**src/rtl/enemy_fire_sched_pkg.sv**
```systemverilog
// enemy_fire_sched shared types and screen geometry.
// Optional x-tracking build switch for this block: AIM_TRACK_EN.
package enemy_fire_sched_pkg;

  localparam int COORD_W     = 10;
  localparam int SCREEN_W_PX = 640;
  localparam int SCREEN_H_PX = 480;

  typedef logic [COORD_W-1:0] coord_t;

endpackage

```
**src/rtl/enemy_fire_sched_if.sv**
```systemverilog
// Requester-side fire bus: level requests, spawn coords, grant pulse.
// Packed coords: requester i uses [10i+9:10i].
interface enemy_fire_sched_if #(
  parameter int N_REQ = 4
);
  import enemy_fire_sched_pkg::*;

  logic [N_REQ-1:0]         fire_req;
  logic [COORD_W*N_REQ-1:0] fire_x;
  logic [COORD_W*N_REQ-1:0] fire_y;
  logic [N_REQ-1:0]         fire_gnt;

  modport master (
    output fire_req, fire_x, fire_y,
    input  fire_gnt
  );

  modport slave (
    input  fire_req, fire_x, fire_y,
    output fire_gnt
  );

endinterface

```
**src/rtl/enemy_fire_sched_rr_arbiter.sv**
```systemverilog
// Combinational round-robin pick: first request at or after ptr.
// Scan wraps modulo N; nothing is granted while en is low.
module rr_arbiter #(
  parameter int N  = 4,
  parameter int IW = (N > 1) ? $clog2(N) : 1
) (
  input  logic [N-1:0]  req,
  input  logic [IW-1:0] ptr,
  input  logic          en,
  output logic [N-1:0]  gnt,
  output logic [IW-1:0] idx
);

  logic          found;
  logic [IW-1:0] cand;
  int            j;

  // walk the N candidates starting at ptr, keep the first requester
  always_comb begin
    gnt   = '0;
    idx   = '0;
    found = 1'b0;
    cand  = '0;
    j     = 0;
    for (int k = 0; k < N; k++) begin
      j    = (int'(ptr) + k) % N;
      cand = IW'(j);
      if (en && !found && req[cand]) begin
        found     = 1'b1;
        gnt[cand] = 1'b1;
        idx       = cand;
      end
    end
  end

endmodule

```
**src/rtl/enemy_fire_sched.sv**
```systemverilog
// Enemy projectile pool: round-robin fire grants with global cooldown.
// Define AIM_TRACK_EN to steer live shots toward player_x on each step.
module enemy_fire_sched
  import enemy_fire_sched_pkg::*;
#(
  parameter int N_REQ    = 4,
  parameter int N_SLOT   = 4,
  parameter int COOLDOWN = 64,
  parameter int SCREEN_H = SCREEN_H_PX
) (
  input  logic                      clk_4,
  input  logic                      clr,
  input  logic                      play,
  input  logic                      step,
  enemy_fire_sched_if.slave         fire,
  input  logic [COORD_W-1:0]        player_x,
  input  logic [N_SLOT-1:0]         destroy,
  output logic [N_SLOT-1:0]         slot_active,
  output logic [COORD_W*N_SLOT-1:0] slot_x,
  output logic [COORD_W*N_SLOT-1:0] slot_y,
  output logic                      pool_full,
  output logic [7:0]                shots_fired
);

  localparam int IW = (N_REQ > 1) ? $clog2(N_REQ) : 1;
  localparam int SW = (N_SLOT > 1) ? $clog2(N_SLOT) : 1;
  localparam int CW = (COOLDOWN > 1) ? $clog2(COOLDOWN) : 1;

  localparam coord_t          Y_LAST   = coord_t'(SCREEN_H - 1);
  localparam logic [IW-1:0]   PTR_LAST = IW'(N_REQ - 1);
  localparam logic [CW-1:0]   CD_LOAD  = CW'(COOLDOWN - 1);

  coord_t            fx [N_REQ];
  coord_t            fy [N_REQ];
  logic [N_SLOT-1:0] act_q, act_d;
  coord_t            x_q [N_SLOT];
  coord_t            x_d [N_SLOT];
  coord_t            y_q [N_SLOT];
  coord_t            y_d [N_SLOT];
  logic [IW-1:0]     ptr_q, ptr_d, w_idx;
  logic [CW-1:0]     cd_q, cd_d;
  logic [7:0]        shots_q, shots_d;
  logic [N_REQ-1:0]  gnt_q, gnt_w;
  logic              pool_q;
  logic              grant_ok;
  logic              free_found;
  logic [SW-1:0]     free_idx;
  logic              unused_px;

  assign unused_px = ^player_x;

  assign grant_ok = play && (cd_q == '0) &&
                    (|fire.fire_req) && !(&act_q);

  rr_arbiter #(
    .N  (N_REQ),
    .IW (IW)
  ) u_arb (
    .req (fire.fire_req),
    .ptr (ptr_q),
    .en  (grant_ok),
    .gnt (gnt_w),
    .idx (w_idx)
  );

  // split the packed spawn buses into per-requester coords
  always_comb begin
    for (int i = 0; i < N_REQ; i++) begin
      fx[i] = fire.fire_x[i*COORD_W +: COORD_W];
      fy[i] = fire.fire_y[i*COORD_W +: COORD_W];
    end
  end

  // lowest-index free slot, from pre-edge occupancy only
  always_comb begin
    free_found = 1'b0;
    free_idx   = '0;
    for (int j = 0; j < N_SLOT; j++) begin
      if (!free_found && !act_q[j]) begin
        free_found = 1'b1;
        free_idx   = SW'(j);
      end
    end
  end

  // next state: load on grant, else destroy beats step
  always_comb begin
    act_d   = act_q;
    x_d     = x_q;
    y_d     = y_q;
    ptr_d   = ptr_q;
    cd_d    = (cd_q != '0) ? cd_q - 1'b1 : '0;
    shots_d = shots_q;
    if (grant_ok) begin
      ptr_d   = (w_idx == PTR_LAST) ? '0 : w_idx + 1'b1;
      cd_d    = CD_LOAD;
      shots_d = shots_q + 8'd1;
    end
    for (int j = 0; j < N_SLOT; j++) begin
      if (grant_ok && free_idx == SW'(j)) begin
        act_d[j] = 1'b1;
        x_d[j]   = fx[w_idx];
        y_d[j]   = fy[w_idx];
      end else if (act_q[j] && destroy[j]) begin
        act_d[j] = 1'b0;
        x_d[j]   = '0;
        y_d[j]   = '0;
      end else if (act_q[j] && step) begin
        if (y_q[j] >= Y_LAST) begin
          act_d[j] = 1'b0;
          x_d[j]   = '0;
          y_d[j]   = '0;
        end else begin
          y_d[j] = y_q[j] + 1'b1;
`ifdef AIM_TRACK_EN
          if (player_x > x_q[j])
            x_d[j] = x_q[j] + 1'b1;
          else if (player_x < x_q[j])
            x_d[j] = x_q[j] - 1'b1;
`endif
        end
      end
    end
    if (!play) begin
      act_d   = '0;
      ptr_d   = '0;
      cd_d    = '0;
      shots_d = '0;
      for (int j = 0; j < N_SLOT; j++) begin
        x_d[j] = '0;
        y_d[j] = '0;
      end
    end
  end

  // state registers; play=0 clears through the _d path
  always_ff @(posedge clk_4 or negedge clr) begin
    if (!clr) begin
      act_q   <= '0;
      ptr_q   <= '0;
      cd_q    <= '0;
      shots_q <= '0;
      gnt_q   <= '0;
      pool_q  <= 1'b0;
      for (int j = 0; j < N_SLOT; j++) begin
        x_q[j] <= '0;
        y_q[j] <= '0;
      end
    end else begin
      act_q   <= act_d;
      ptr_q   <= ptr_d;
      cd_q    <= cd_d;
      shots_q <= shots_d;
      gnt_q   <= gnt_w;
      pool_q  <= &act_d;
      for (int j = 0; j < N_SLOT; j++) begin
        x_q[j] <= x_d[j];
        y_q[j] <= y_d[j];
      end
    end
  end

  // repack slot coordinates onto the output buses
  always_comb begin
    slot_x = '0;
    slot_y = '0;
    for (int j = 0; j < N_SLOT; j++) begin
      slot_x[j*COORD_W +: COORD_W] = x_q[j];
      slot_y[j*COORD_W +: COORD_W] = y_q[j];
    end
  end

  assign fire.fire_gnt = gnt_q;
  assign slot_active   = act_q;
  assign pool_full     = pool_q;
  assign shots_fired   = shots_q;

endmodule

```
**src/flat_wrapper.sv**
```systemverilog
// flat-port wrapper written by rule: the top's interface ports become plain ports
module enemy_fire_sched_flat import enemy_fire_sched_pkg::*;
#(
  parameter int N_REQ    = 4,
  parameter int N_SLOT   = 4,
  parameter int COOLDOWN = 64,
  parameter int SCREEN_H = SCREEN_H_PX
)
  (clk_4, clr, play, step, player_x, destroy, slot_active, slot_x, slot_y, pool_full, shots_fired, fire_fire_req, fire_fire_x, fire_fire_y, fire_fire_gnt);
  enemy_fire_sched_if #(.N_REQ(N_REQ)) fire_i ();
  input  logic clk_4;
  input  logic clr;
  input  logic play;
  input  logic step;
  input  logic [COORD_W-1:0] player_x;
  input  logic [N_SLOT-1:0] destroy;
  output logic [N_SLOT-1:0] slot_active;
  output logic [COORD_W*N_SLOT-1:0] slot_x;
  output logic [COORD_W*N_SLOT-1:0] slot_y;
  output logic pool_full;
  output logic [7:0] shots_fired;
  input wire logic [$bits(fire_i.fire_req)-1:0] fire_fire_req;
  input wire logic [$bits(fire_i.fire_x)-1:0] fire_fire_x;
  input wire logic [$bits(fire_i.fire_y)-1:0] fire_fire_y;
  output wire logic [$bits(fire_i.fire_gnt)-1:0] fire_fire_gnt;
  assign fire_i.fire_req = fire_fire_req;
  assign fire_i.fire_x = fire_fire_x;
  assign fire_i.fire_y = fire_fire_y;
  assign fire_fire_gnt = fire_i.fire_gnt;
  enemy_fire_sched #(.N_REQ(N_REQ), .N_SLOT(N_SLOT), .COOLDOWN(COOLDOWN), .SCREEN_H(SCREEN_H)) u_core (.clk_4(clk_4), .clr(clr), .play(play), .step(step), .fire(fire_i), .player_x(player_x), .destroy(destroy), .slot_active(slot_active), .slot_x(slot_x), .slot_y(slot_y), .pool_full(pool_full), .shots_fired(shots_fired));
endmodule
```
**config.mk**
```make
export PLATFORM = sky130hd
export DESIGN_NAME = enemy_fire_sched_flat
export DESIGN_NICKNAME = d
export VERILOG_FILES = /design/src/rtl/enemy_fire_sched_pkg.sv /design/src/rtl/enemy_fire_sched_if.sv /design/src/rtl/enemy_fire_sched_rr_arbiter.sv /design/src/rtl/enemy_fire_sched.sv /design/src/flat_wrapper.sv
export SDC_FILE = /design/constraint.sdc
export NUM_CORES = 1
export LEC_CHECK = 0
export ABC_AREA = 0
export CELL_PAD_IN_SITES_DETAIL_PLACEMENT = 1
export CELL_PAD_IN_SITES_GLOBAL_PLACEMENT = 2
export CORE_MARGIN = 4
export CORE_UTILIZATION = 31
export DETAILED_ROUTE_END_ITERATION = 8
export PLACE_DENSITY_LB_ADDON = 0.2
export SLEW_MARGIN = 10
export SYNTH_ARGS = -nofsm -noshare
export SYNTH_HDL_FRONTEND = slang
export SYNTH_SLANG_ARGS = --single-unit
```
**constraint.sdc**
```tcl
create_clock -name clk_4 -period 6.15 [get_ports clk_4]
set_input_delay 1.23 -clock clk_4 [delete_from_list [all_inputs] [get_ports clk_4]]
set_output_delay 1.23 -clock clk_4 [all_outputs]
set_load 0.005 [all_outputs]
```
## After elaboration in Yosys (flattened, before gate mapping)

Cells that the tools add are included.

- Register bits: 105
- Bits in latches: 0
- Memory bits (writable): 0
- Bits in read-only memories: 0
- Input port bits: 102
- Word-level logic and storage cells: 200
- Memories kept: 0

- Add/subtract/negate cells: 10
- $mul: 0
- Divide/modulo/power cells: 0
- Order comparisons: 13
- Equality and inequality tests: 13
- Shift operators: 0
- Multiplexer cells: 98
- Bitwise operators: 4
- Reduce and logical (&&, ||, !) cells: 48

Operator list:

| cell | number |
|---|---|
| 10-bit two-way mux | 36 |
| 40-bit two-way mux | 2 |
| 10-bit by 1-bit adder with 10-bit output, second input constant | 4 |
| 10-bit binary-select mux with 2-bit select | 2 |
| 10-bit by 9-bit >= comparator with 1-bit output, second input constant | 4 |
| 4-bit by 1-bit != test with 1-bit output, second input constant | 8 |
| 1-bit two-way mux | 31 |
| 1-bit logical AND | 29 |
| 4-bit two-way mux | 5 |
| 2-bit two-way mux | 9 |
| 6-bit two-way mux | 3 |
| 8-bit two-way mux | 2 |
| 2-bit by 3-bit < comparator with 1-bit output, second input constant | 4 |
| 4-bit bitwise OR | 3 |
| 1-bit logical NOT | 9 |
| 8-bit by 1-bit adder with 8-bit output, second input constant | 1 |
| 1-bit binary-select mux with 2-bit select | 4 |
| 1-bit demux with 2-bit select | 4 |
| 2-bit by 1-bit >= comparator with 1-bit output, second input constant | 4 |
| 2-bit AND reduction | 4 |
| 4-bit AND reduction | 2 |
| 2-bit == test, second input constant | 3 |
| 6-bit logical NOT | 1 |
| 6-bit nonzero test | 1 |
| 9 further kinds | 11 |

## Logic depth before layout (Yosys ltp)

Gate-level depths: netlist (run 1).

- Word-level depth: 24
- Depth in mapped cells: 12
- Mapped depth without buffers: 8

## By module

From an unflattened synthesis (run 1), not the netlist that was laid out.

- Cells, all modules: 642
- Area total of the unflattened synthesis: 6222.2 sq um

Modules (own cells, without submodules):

| module | instances | cells an instance | area an instance (sq um) | seq. area each (sq um) |
|---|---|---|---|---|
| enemy_fire_sched | 1 | 573 | 5659.2 | 2627.5 |
| rr_arbiter | 1 | 69 | 563.0 | 0.0 |

## Least setup slack after synthesis (run 1)

No wires, ideal clock.

- Kind: input-to-reg
- Start point: in fire_fire_req[2]
- End point: reg u_core.y_q (netlist bit u_core.slot_y[1])
- Library setup time: 0.143 ns
- Arrival time: 2.962 ns
- Path slack: 3.045 ns
- Cell stages on the path: 7
- Buffers on the path: 2
- Cell sequence: mux4_2 -> a32o_1 -> nor3_4 -> buf_4 -> buf_6 -> mux2i_1 -> o221ai_1

- Word-level cells in the longest chain between the ends: 23

Ends and longest elaborated chain:

| item | line | source |
|---|---|---|
| start, declared | flat_wrapper.sv:22 | `input wire logic [$bits(fire_i.fire_req)-1:0] fire_fire_req;` |
| 4-bit OR reduction | enemy_fire_sched.sv:53 | `(\|fire.fire_req) && !(&act_q);` |
| 1-bit logical AND | enemy_fire_sched.sv:52 | `assign grant_ok = play && (cd_q == '0) &&` |
| 1-bit logical AND | enemy_fire_sched.sv:53 |  |
| 1-bit logical AND | enemy_fire_sched_rr_arbiter.sv:28 | `if (en && !found && req[cand]) begin` |
| 1-bit two-way mux | enemy_fire_sched_rr_arbiter.sv:28 |  |
| 1-bit logical NOT | enemy_fire_sched_rr_arbiter.sv:28 |  |
| 1-bit logical AND (2 in series) | enemy_fire_sched_rr_arbiter.sv:28 |  |
| 1-bit two-way mux | enemy_fire_sched_rr_arbiter.sv:28 |  |
| [... 4 more ...] | -- |  |
| 1-bit logical NOT | enemy_fire_sched_rr_arbiter.sv:28 |  |
| 1-bit logical AND (2 in series) | enemy_fire_sched_rr_arbiter.sv:28 |  |
| 2-bit two-way mux | enemy_fire_sched_rr_arbiter.sv:28 |  |
| 2-bit inverter with 3-bit output (not written as such) | enemy_fire_sched.sv:103 | `y_d[j] = fy[w_idx];` |
| 10-bit binary-select mux with 2-bit select | enemy_fire_sched.sv:103 |  |
| 10-bit two-way mux (not written as such) (2 in series) | enemy_fire_sched.sv:103 |  |
| 10-bit two-way mux | enemy_fire_sched.sv:100 | `if (grant_ok && free_idx == SW'(j)) begin` |
| 40-bit two-way mux | enemy_fire_sched.sv:124 | `if (!play) begin` |
| end signal, assigned by index | enemy_fire_sched.sv:158 | `y_q[j] <= y_d[j];` |
| end, declared | enemy_fire_sched.sv:38 | `coord_t y_q [N_SLOT];` |

Parallel ways exist; a longest one is shown, timed or not. The select of a mux whose other input is x is not followed.
A chain may end at the register's enable or synchronous reset.

## Final worst setup path (run 1)

- Start point: in fire_fire_req[3]
- End point: reg u_core.x_q (netlist bit u_core.slot_x[30])

- Word-level cells in the longest chain between the ends: 23

Ends and longest elaborated chain:

| item | line | source |
|---|---|---|
| 4-bit OR reduction | enemy_fire_sched.sv:53 |  |
| 1-bit logical AND | enemy_fire_sched.sv:52 |  |
| 1-bit logical AND | enemy_fire_sched.sv:53 |  |
| 1-bit logical AND | enemy_fire_sched_rr_arbiter.sv:28 |  |
| 1-bit two-way mux | enemy_fire_sched_rr_arbiter.sv:28 |  |
| 1-bit logical NOT | enemy_fire_sched_rr_arbiter.sv:28 |  |
| 1-bit logical AND (2 in series) | enemy_fire_sched_rr_arbiter.sv:28 |  |
| 1-bit two-way mux | enemy_fire_sched_rr_arbiter.sv:28 |  |
| [... 4 more ...] | -- |  |
| 1-bit logical NOT | enemy_fire_sched_rr_arbiter.sv:28 |  |
| 1-bit logical AND (2 in series) | enemy_fire_sched_rr_arbiter.sv:28 |  |
| 2-bit two-way mux | enemy_fire_sched_rr_arbiter.sv:28 |  |
| 2-bit inverter with 3-bit output (not written as such) | enemy_fire_sched.sv:102 | `x_d[j] = fx[w_idx];` |
| 10-bit binary-select mux with 2-bit select | enemy_fire_sched.sv:102 |  |
| 10-bit two-way mux (not written as such) (2 in series) | enemy_fire_sched.sv:102 |  |
| 10-bit two-way mux | enemy_fire_sched.sv:100 |  |
| 40-bit two-way mux | enemy_fire_sched.sv:124 |  |
| end signal, assigned by index | enemy_fire_sched.sv:157 | `x_q[j] <= x_d[j];` |
| end, declared | enemy_fire_sched.sv:36 | `coord_t x_q [N_SLOT];` |

Parallel ways exist; a longest one is shown, timed or not. The select of a mux whose other input is x is not followed.

==> results of run 1 <==
[cell type report]
type | instances | area (um^2) | area share
inverter | 17 | 63.8 | 0.00688
timing repair buffer | 200 | 1970 | 0.212
clock inverter | 5 | 85.1 | 0.00917
clock buffer | 11 | 243 | 0.0262
tap | 280 | 350 | 0.0378
sequential | 105 | 2630 | 0.283
multi-input combinational | 537 | 3940 | 0.424
[report_power, final]
part	switching, uW	internal (uW)
combinational	737	567
sequential	124	780
clock	284	372
total	1140	1720
[state kept, by name, indices dropped and copies added (netlist names)]
signal,count
u_core.slot_y,40
u_core.pool_full,1
u_core.cd_q,6
u_core.fire.fire_gnt,4
u_core.ptr_q,2
u_core.slot_x,40
u_core.slot_active,4
u_core.shots_fired,8
[per-layer routing]
metal | part of all wire | wire (um) | up-vias
met5 | 0 | 0 | -
met4 | 0.011 | 300 | 0
met3 | 0.039 | 1080 | 16
met2 | 0.47 | 13100 | 200
met1 | 0.48 | 13500 | 3453
li1 | - | - | 3113
[critical path: cells and delay by family]
| kind | cells | cell delay (ps) |
|---|---|---|
| compound gates | 2 | 610 |
| buf+inv | 2 | 1310 |
| mux | 1 | 410 |
| simple gates | 3 | 1410 |
[cell families (layout without fill, tap and decap cells)]
| family | Yosys count | in the layout | share of synthesized area |
|---|---|---|---|
| compound gates | 251 | 251 | 0.269 |
| xor+xnor | 13 | 13 | 0.0167 |
| fa+ha+maj | 12 | 12 | 0.0216 |
| buf+inv | 65 | 233 | 0.0410 |
| flops | 105 | 105 | 0.385 |
| mux | 83 | 83 | 0.124 |
| simple gates | 178 | 178 | 0.143 |
[path summary, 6_finish.rpt]
kind	from	end	slack, ps	cells after the start
worst max-delay path	fire_fire_req[3]	u_core.slot_x[30]	1330	8
worst min-delay path	u_core.slot_x[32]	u_core.slot_x[32]	490	2
worst max register to register	u_core.ptr_q[0]	u_core.slot_x[30]	1560	9
worst min register to register	u_core.slot_x[32]	u_core.slot_x[32]	490	2
max in group asynchronous	clr	u_core.slot_y[10]	4020	2
min in group asynchronous	clr	u_core.shots_fired[6]	890	1
[placed cells by master, fill, tap and decap left out, types with 7 or more instances in the layout]
cell and instances:
nor3b_1 9, buf_4 13, nand2_1 39, and3_1 14, nor3_1 10, dfrtp_1 105
a2bb2oi_1 21, clkbuf_16 9, a21o_1 11, ha_1 11, nand4_1 8, a22oi_1 10
o221ai_1 53, nor2_1 32, a21oi_1 24, inv_1 16, o21a_1 7, o211ai_1 8
nand3_1 24, o2111ai_1 10, clkdlybuf4s50_1 187, o21ai_0 54, xor2_1 8, mux2i_1 79
[per-stage QoR]
step	setup WS (ps)	area [um^2]
finish	1330	9270
detailed placement	1080	8940
CTS	1430	9270
floorplan	3040	6830
global route	1180	9270
global placement	1180	8940
==> impl_metrics.ini, run 1 <==
[outcome]
outcome = finished, final reports clean

[sta]
post-route-period-util = 0.784
fin_crit_ps = 4820
fin_worst_skew_ps = 11.2
worst_hold_slack_ps = 494
tightestPinTransition_ps = 1160
setup-tns-final_ps = 0
finalHoldViolations = 0
rsz0062_at_grt = false
drv_slew = 0
relSlewSlack = 0.221
setup_viol = 0
fmax_mhz = 207

[route]
wirelength_mm = 28.0
viasPerCell = 5.87
drc = 0
antenna_left = 0
drt_iter0_drc = 424
route.vias.total = 6782
wl_per_cell_um = 24.2
firstDrtPassIters = 5

[synth]
syn_area_per_cell_um2 = 9.66
ys.flop_type = dfrtp_1
synth-seq-cells = 105
yosysTopAreaCellShare = 0.385
postSynthCellCount = 707
ys.warnings.count = 0
synth_edf_count = 0
synth.distinct_cells = 66
syn_area_um2 = 6830
synth_area_leader_cell = dfrtp_1
synth_async_sr_flop_share = 1.00
yosys-top-cells-area = dfrtp_1 38%, mux2i_1 12%, o221ai_1 6.8%
synth_common_cells = 105 x dfrtp_1, 79 x mux2i_1, 54 x o21ai_0, 53 x o221ai_1, 39 x nand2_1
seq_area_frac_synth = 0.385
synthesis.nets = 820
synthMostInstantiatedCell = dfrtp_1

[grt]
grt_max_degree = 57
grt_use_total = 0.225
grtUsageMet3 = 0.0277
top_usage_layer = met2
grt_util_met2 = 0.360
met1_usage = 0.331
grt_pass1_wl_mm = 43.1
grt_pass1_vias = 7129
antenna_found_initial = 0
overflow = 0

[floorplanning]
dieArea_um2 = 24500
initial_utilization = 0.314
core_area_um2 = 21800
fp.dieW_um = 156
io_pins = 199
die_y_um = 156
fp-row-count = 54

[clock_tree]
htreeDepth = 3
path_clk_slew_ps = 70
cts.sinks = 105
cts_setup_buffers = 0
clockRootBuffer = clkbuf_16
cts_resized = 0
cts_tree = yes
clock_path_buffers = 2
ctsHoldBuffers = 0
cts_buffers = 9
clk_latency_ps = 360

[layout]
fillCellCount = 2435
instances_no_fill = 1155
layout-drive-gt1-share = 0.0480
finalNetCount = 983
antenna_cells = 0
syn_to_final_growth_pct = 35.8
fin_util = 0.426

[place]
gp_congestion = 0.870
hpwlAfterDp_mm = 21.2
port_buffers = 188
dpl.cell_count = 1139

[power]
power_density_nw_per_um2 = 309
p_leak_uw = 0.00376
p_total_uw = 2860
vdd_drop_max_uv = 143

[worst_setup_path]
crit_chain = clkdlybuf4s50_1 > nor4bb_1 > a311oi_1 > nor2_1 > nor3_4 > buf_4 > mux2i_1 > o221ai_1
end_kind = flip-flop
cp_max_fo = 22
crit_path_start_kind = input port
crit_path_max_incr_delay_ps = 1000
critical_path_required_ps = 6340
critPathArrivalTime_ps = 5010
path_class = input port to flip-flop
cpMaxStageDelayCell = nor3_4

[run]
cap_violations = 0

[hold_path]
min_path_type = flip-flop to flip-flop
Note: power is estimated with default switching activity, not from simulation.
==> inputs of run 2 (changes only) <==
--- a/config.mk
+++ b/config.mk
@@ -9,7 +9,7 @@
 export CELL_PAD_IN_SITES_DETAIL_PLACEMENT = 1
 export CELL_PAD_IN_SITES_GLOBAL_PLACEMENT = 2
 export CORE_MARGIN = 4
-export CORE_UTILIZATION = 31
+export CORE_UTILIZATION = 29
 export DETAILED_ROUTE_END_ITERATION = 8
 export PLACE_DENSITY_LB_ADDON = 0.2
 export SLEW_MARGIN = 10
==> constraint.sdc (replaced) <==
create_clock -name clk_4 -period 4.8 [get_ports clk_4]
set_input_delay 0.96 -clock clk_4 [delete_from_list [all_inputs] [get_ports clk_4]]
set_output_delay 0.96 -clock clk_4 [all_outputs]
set_load 0.005 [all_outputs]
==> run 2 against run 1 <==
Worst hold slack improved by 7.6 ps. Via count is essentially flat. Die area grew 6.5%. Clock skew rose by 0.85 ps. Cell area increased by 1.0%. Combinational power up 29%.
==> impl_metrics.ini, run 2 (synthesized netlist as in run 1, its figures left out) <==
[sta]
rsz0062_at_grt = false
fmax_mhz = 265
fin_crit_ps = 3770
post-route-period-util = 0.785
setup_ws_ps = 1030
setup_viol = 0
relSlewSlack = 0.352
tightestPinTransition_ps = 973
setup-tns-final_ps = 0
fin_worst_skew_ps = 12.0
finalHoldViolations = 0
drv_slew = 0

[layout]
fillCellCount = 2592
ff_latch_area_um2 = 2630
layout_common_cells = 187 x clkdlybuf4s50_1, 105 x dfrtp_1, 79 x mux2i_1, 54 x o21ai_0, 53 x o221ai_1
multiInputGateArea_um2 = 3930
finalNetCount = 989
syn_to_final_growth_pct = 37.2
mostFrequentLayoutCell = clkdlybuf4s50_1
layout-drive-gt1-share = 0.0545

[grt]
grt_use_total = 0.207
grt_pass1_wl_mm = 42.7
grt_pass1_vias = 6986
grt_max_degree = 46
overflow = 0
antenna_found_initial = 2

[clock_tree]
cts_resized = 0
ctsHoldBuffers = 0
path_clk_slew_ps = 80
cts_tree = yes
cts_buffers = 9
htreeDepth = 3
clock_path_buffers = 2
cts.sinks = 105
clockRootBuffer = clkbuf_16
cts_setup_buffers = 0
clk_latency_ps = 370

[worst_setup_path]
crit_family = buffers and inverters
crit_path_max_incr_delay_ps = 660
path_class = input port to flip-flop
critPathArrivalTime_ps = 4030
crit_chain = clkdlybuf4s50_1 > mux4_2 > a32o_1 > nor3_4 > buf_4 > mux2i_1 > o22ai_1 > a21o_1
cpMaxStageDelayCell = clkdlybuf4s50_1
end_kind = flip-flop
crit_path_start_kind = input port
critical_path_required_ps = 5060
cp_max_fo = 20
critical_path_buf_inv_count = 2

[place]
dp_worst_setup_slack_ps = 696
gp_congestion = 0.920
port_buffers = 188
hpwlAfterDp_mm = 21.5

[power]
vdd_drop_max_uv = 247
power_density_nw_per_um2 = 391
p_leak_uw = 0.00379

[floorplanning]
initial_utilization = 0.298
dieArea_um2 = 26100
core_area_um2 = 22900
fp.dieW_um = 161
die_y_um = 161
io_pins = 199
fp-row-count = 55

[hold_path]
min_path_type = flip-flop to flip-flop

[route]
drc = 0
viasPerCell = 5.67
wirelength_mm = 27.4
firstDrtPassIters = 5
route.vias.total = 6785
wl_per_cell_um = 22.9
drt_iter0_drc = 503
antenna_left = 0

[outcome]
outcome = finished, final reports clean

[run]
cap_violations = 0
==> run 2: path summary, 6_finish.rpt <==
path	start	to	slack [ps]	cells after the start
setup / recovery	fire_fire_req[3]	u_core.slot_x[8]	1030	8
hold / removal	u_core.slot_x[19]	u_core.slot_x[19]	500	2
setup reg to reg	u_core.ptr_q[0]	u_core.slot_x[12]	1080	9
hold reg to reg	u_core.slot_x[19]	u_core.slot_x[19]	500	2
max in group asynchronous	clr	u_core.slot_x[29]	3330	2
min in group asynchronous	clr	u_core.shots_fired[6]	510	1
==> run 2: tightest hold or removal path: cells and delay by family, from the launching register on <==
kind | cells | cell delay, ps
AOI/OAI and AO/OA | 2 | 120
DFF | 1 | 350
==> run 2: stage by stage <==
stage                      util  std cells  total power (uW)  instance area, um^2  hold WS [ps]
final                     0.409       1196              3660                 9370           502
after global routing      0.409       1196              3880                 9370           531
after CTS                 0.409       1194              3680                 9360           502
after detailed placement  0.395       1178              2850                 9040           479
after global placement    0.395       1178              2810                 9040           471
after floorplan               -        707              2180                 6830           460
==> run 2: power by group <==
| group | total [uW] | switching [uW] | internal, uW |
|---|---|---|---|
| sequential | 1160 | 163 | 999 |
| combinational | 1680 | 943 | 739 |
| clock | 817 | 395 | 422 |
| total | 3660 | 1500 | 2160 |
==> run 2: routing by layer <==
layer / share of wire / track usage / vias to the layer above
li1: - / - / 3128
met1: 0.46 / 0.287 / 3437
met2: 0.49 / 0.342 / 191
met3: 0.034 / 0.0242 / 29
met4: 0.021 / 0.0609 / 0
met5: 0 / 0 / -
==> run 2: layout make-up <==
type / count / share of cell area
multi-input cells: 537 / 0.420
inverters: 17 / 0.00681
clock inverters: 7 / 0.0102
diodes: 2 / 0.000534
repair buffers: 206 / 0.216
clock buffers: 9 / 0.0240
well taps: 313 / 0.0418
flip-flops and latches: 105 / 0.281
==> inputs of run 3 (changes only) <==
==> constraint.sdc (replaced) <==
create_clock -name clk_4 -period 3.6 [get_ports clk_4]
set_input_delay 0.72 -clock clk_4 [delete_from_list [all_inputs] [get_ports clk_4]]
set_output_delay 0.72 -clock clk_4 [all_outputs]
set_load 0.005 [all_outputs]
==> run 3 against run 2 <==
Critical path depth stayed put. Sequential cell count unchanged. Register-to-register slack lost 660 ps. Worst setup slack got worse by 680 ps. First-iteration DRC count down 38%. Worst hold slack got worse by 84 ps. Routed wire length up 3.2%.
==> impl_metrics.ini, run 3 (synthesized netlist as in run 1, its figures left out) <==
[route]
drt_iter0_drc = 313
firstDrtPassIters = 5
viasPerCell = 5.59
wl_per_cell_um = 23.2
wirelength_mm = 28.3
drc = 0
antenna_left = 0
route.vias.total = 6792

[place]
port_buffers = 188
hpwlAfterDp_mm = 22.2
gp_congestion = 0.888
place_area_um2 = 9250
dp_worst_setup_slack_ps = 25.6

[worst_setup_path]
cp_num_cells = 8
rr_worst_depth = 9
path_common_cell = o21ai_0
critPathArrivalTime_ps = 3500
end_kind = flip-flop
critical_path_required_ps = 3840
crit_path_start_kind = input port
crit_chain = clkdlybuf4s50_1 > nor2b_1 > o21ai_0 > a32oi_1 > o31ai_2 > buf_12 > a2bb2oi_1 > o21ai_0
path_class = input port to flip-flop
crit_path_max_incr_delay_ps = 930
cp_max_fo = 11
crit_family = compound AO/OA/AOI/OAI gates
cpMaxStageDelayCell = o31ai_2
critical_path_buf_inv_count = 2

[clock_tree]
htreeDepth = 3
ctsHoldBuffers = 0
cts_resized = 0
cts_buffers = 9
clockRootBuffer = clkbuf_16
cts_tree = yes
clk_latency_ps = 370
clock_path_buffers = 2
cts.sinks = 105
cts_setup_buffers = 0
path_clk_slew_ps = 90

[hold_path]
min_path_type = input port to asynchronous set/reset pin

[run]
cap_violations = 0

[grt]
grt_pass1_vias = 7282
grt_use_total = 0.215
antenna_found_initial = 2
grt_max_degree = 61
overflow = 0
grt_pass1_wl_mm = 44.1

[sta]
fmax_mhz = 307
post-route-period-util = 0.904
relSlewSlack = 0.277
fin_crit_ps = 3250
setup-tns-final_ps = 0
finalHoldViolations = 0
drv_slew = 0
setup_viol = 0
fin_worst_skew_ps = 14.7
tightestPinTransition_ps = 1080
setup_ws_ps = 346
rsz0062_at_grt = false

[layout]
syn_to_final_growth_pct = 40.1
layout-drive-gt1-share = 0.0755
mostFrequentLayoutCell = clkdlybuf4s50_1
layout_common_cells = 187 x clkdlybuf4s50_1, 105 x dfrtp_1, 79 x mux2i_1, 53 x o21ai_0, 53 x o221ai_1
finalNetCount = 1009
fin_area_um2 = 9570
fillCellCount = 2605

[outcome]
outcome = finished, final reports clean

[floorplanning]
initial_utilization = 0.298
io_pins = 199
die_y_um = 161
core_area_um2 = 22900
fp-row-count = 55
dieArea_um2 = 26100
fp.dieW_um = 161

[power]
power_density_nw_per_um2 = 519
p_leak_uw = 0.00390
p_total_uw = 4970
vdd_drop_max_uv = 278
## run 3: cell types whose count changed in the layout (fill, tap and decap cells not counted), sizes merged
cell,before,now
inv,20,19
bufinv,1,0
buf,19,39
clkinv,3,5
## run 3: final cells by class
class	count	area [um^2]	share of cell area
Tap cell	313	392	0.0409
Antenna cell	2	5.00	0.000523
Clock inverter	7	81.3	0.00850
Sequential cell	105	2630	0.275
Inverter	17	63.8	0.00667
Multi-Input combinational cell	537	3930	0.411
Clock buffer	9	225	0.0235
Timing Repair Buffer	226	2240	0.234
## run 3: path summary, 6_finish.rpt
check                                      start                     to  slack, ps
worst max-delay path            fire_fire_req[2]      u_core.slot_x[13]        350
worst min-delay path                         clr  u_core.shots_fired[5]        420
worst max register to register   u_core.ptr_q[1]      u_core.slot_x[13]        420
worst min register to register  u_core.slot_x[9]       u_core.slot_x[9]        500
max in group asynchronous                    clr      u_core.slot_x[28]       2420
min in group clk_4              u_core.slot_x[9]       u_core.slot_x[9]        500
## run 3: metal layers
layer  vias up  GRT usage  part of all wire
met5         -          0                 0
met4         0     0.0644             0.021
met3        31     0.0253             0.035
met2       156      0.358              0.49
met1      3449      0.293              0.46
li1       3156          -                 -
## run 3: power by group
group / internal [uW] / switching, uW
combinational: 1080 / 1320
sequential: 1330 / 188
clock: 498 / 546
total: 2910 / 2050
## run 3: worst reg2reg max path, delay by kind of cell (launching register included)
| family | cells | cell delay [ps] |
|---|---|---|
| adder cells (fa/ha/maj) | 1 | 370 |
| AO/OA/AOI/OAI | 5 | 1730 |
| flip-flops | 1 | 380 |
| AND/OR/NAND/NOR | 1 | 210 |
| buffers and inverters | 2 | 360 |
## run 3: stage by stage
stage | hold slack [ps] | instances | util
global placement | 472 | 1198 | 0.404
detailed placement | 475 | 1198 | 0.404
finish | 417 | 1216 | 0.417
floorplan | 424 | 707 | -
global route | 485 | 1216 | 0.417
CTS | 464 | 1214 | 0.417
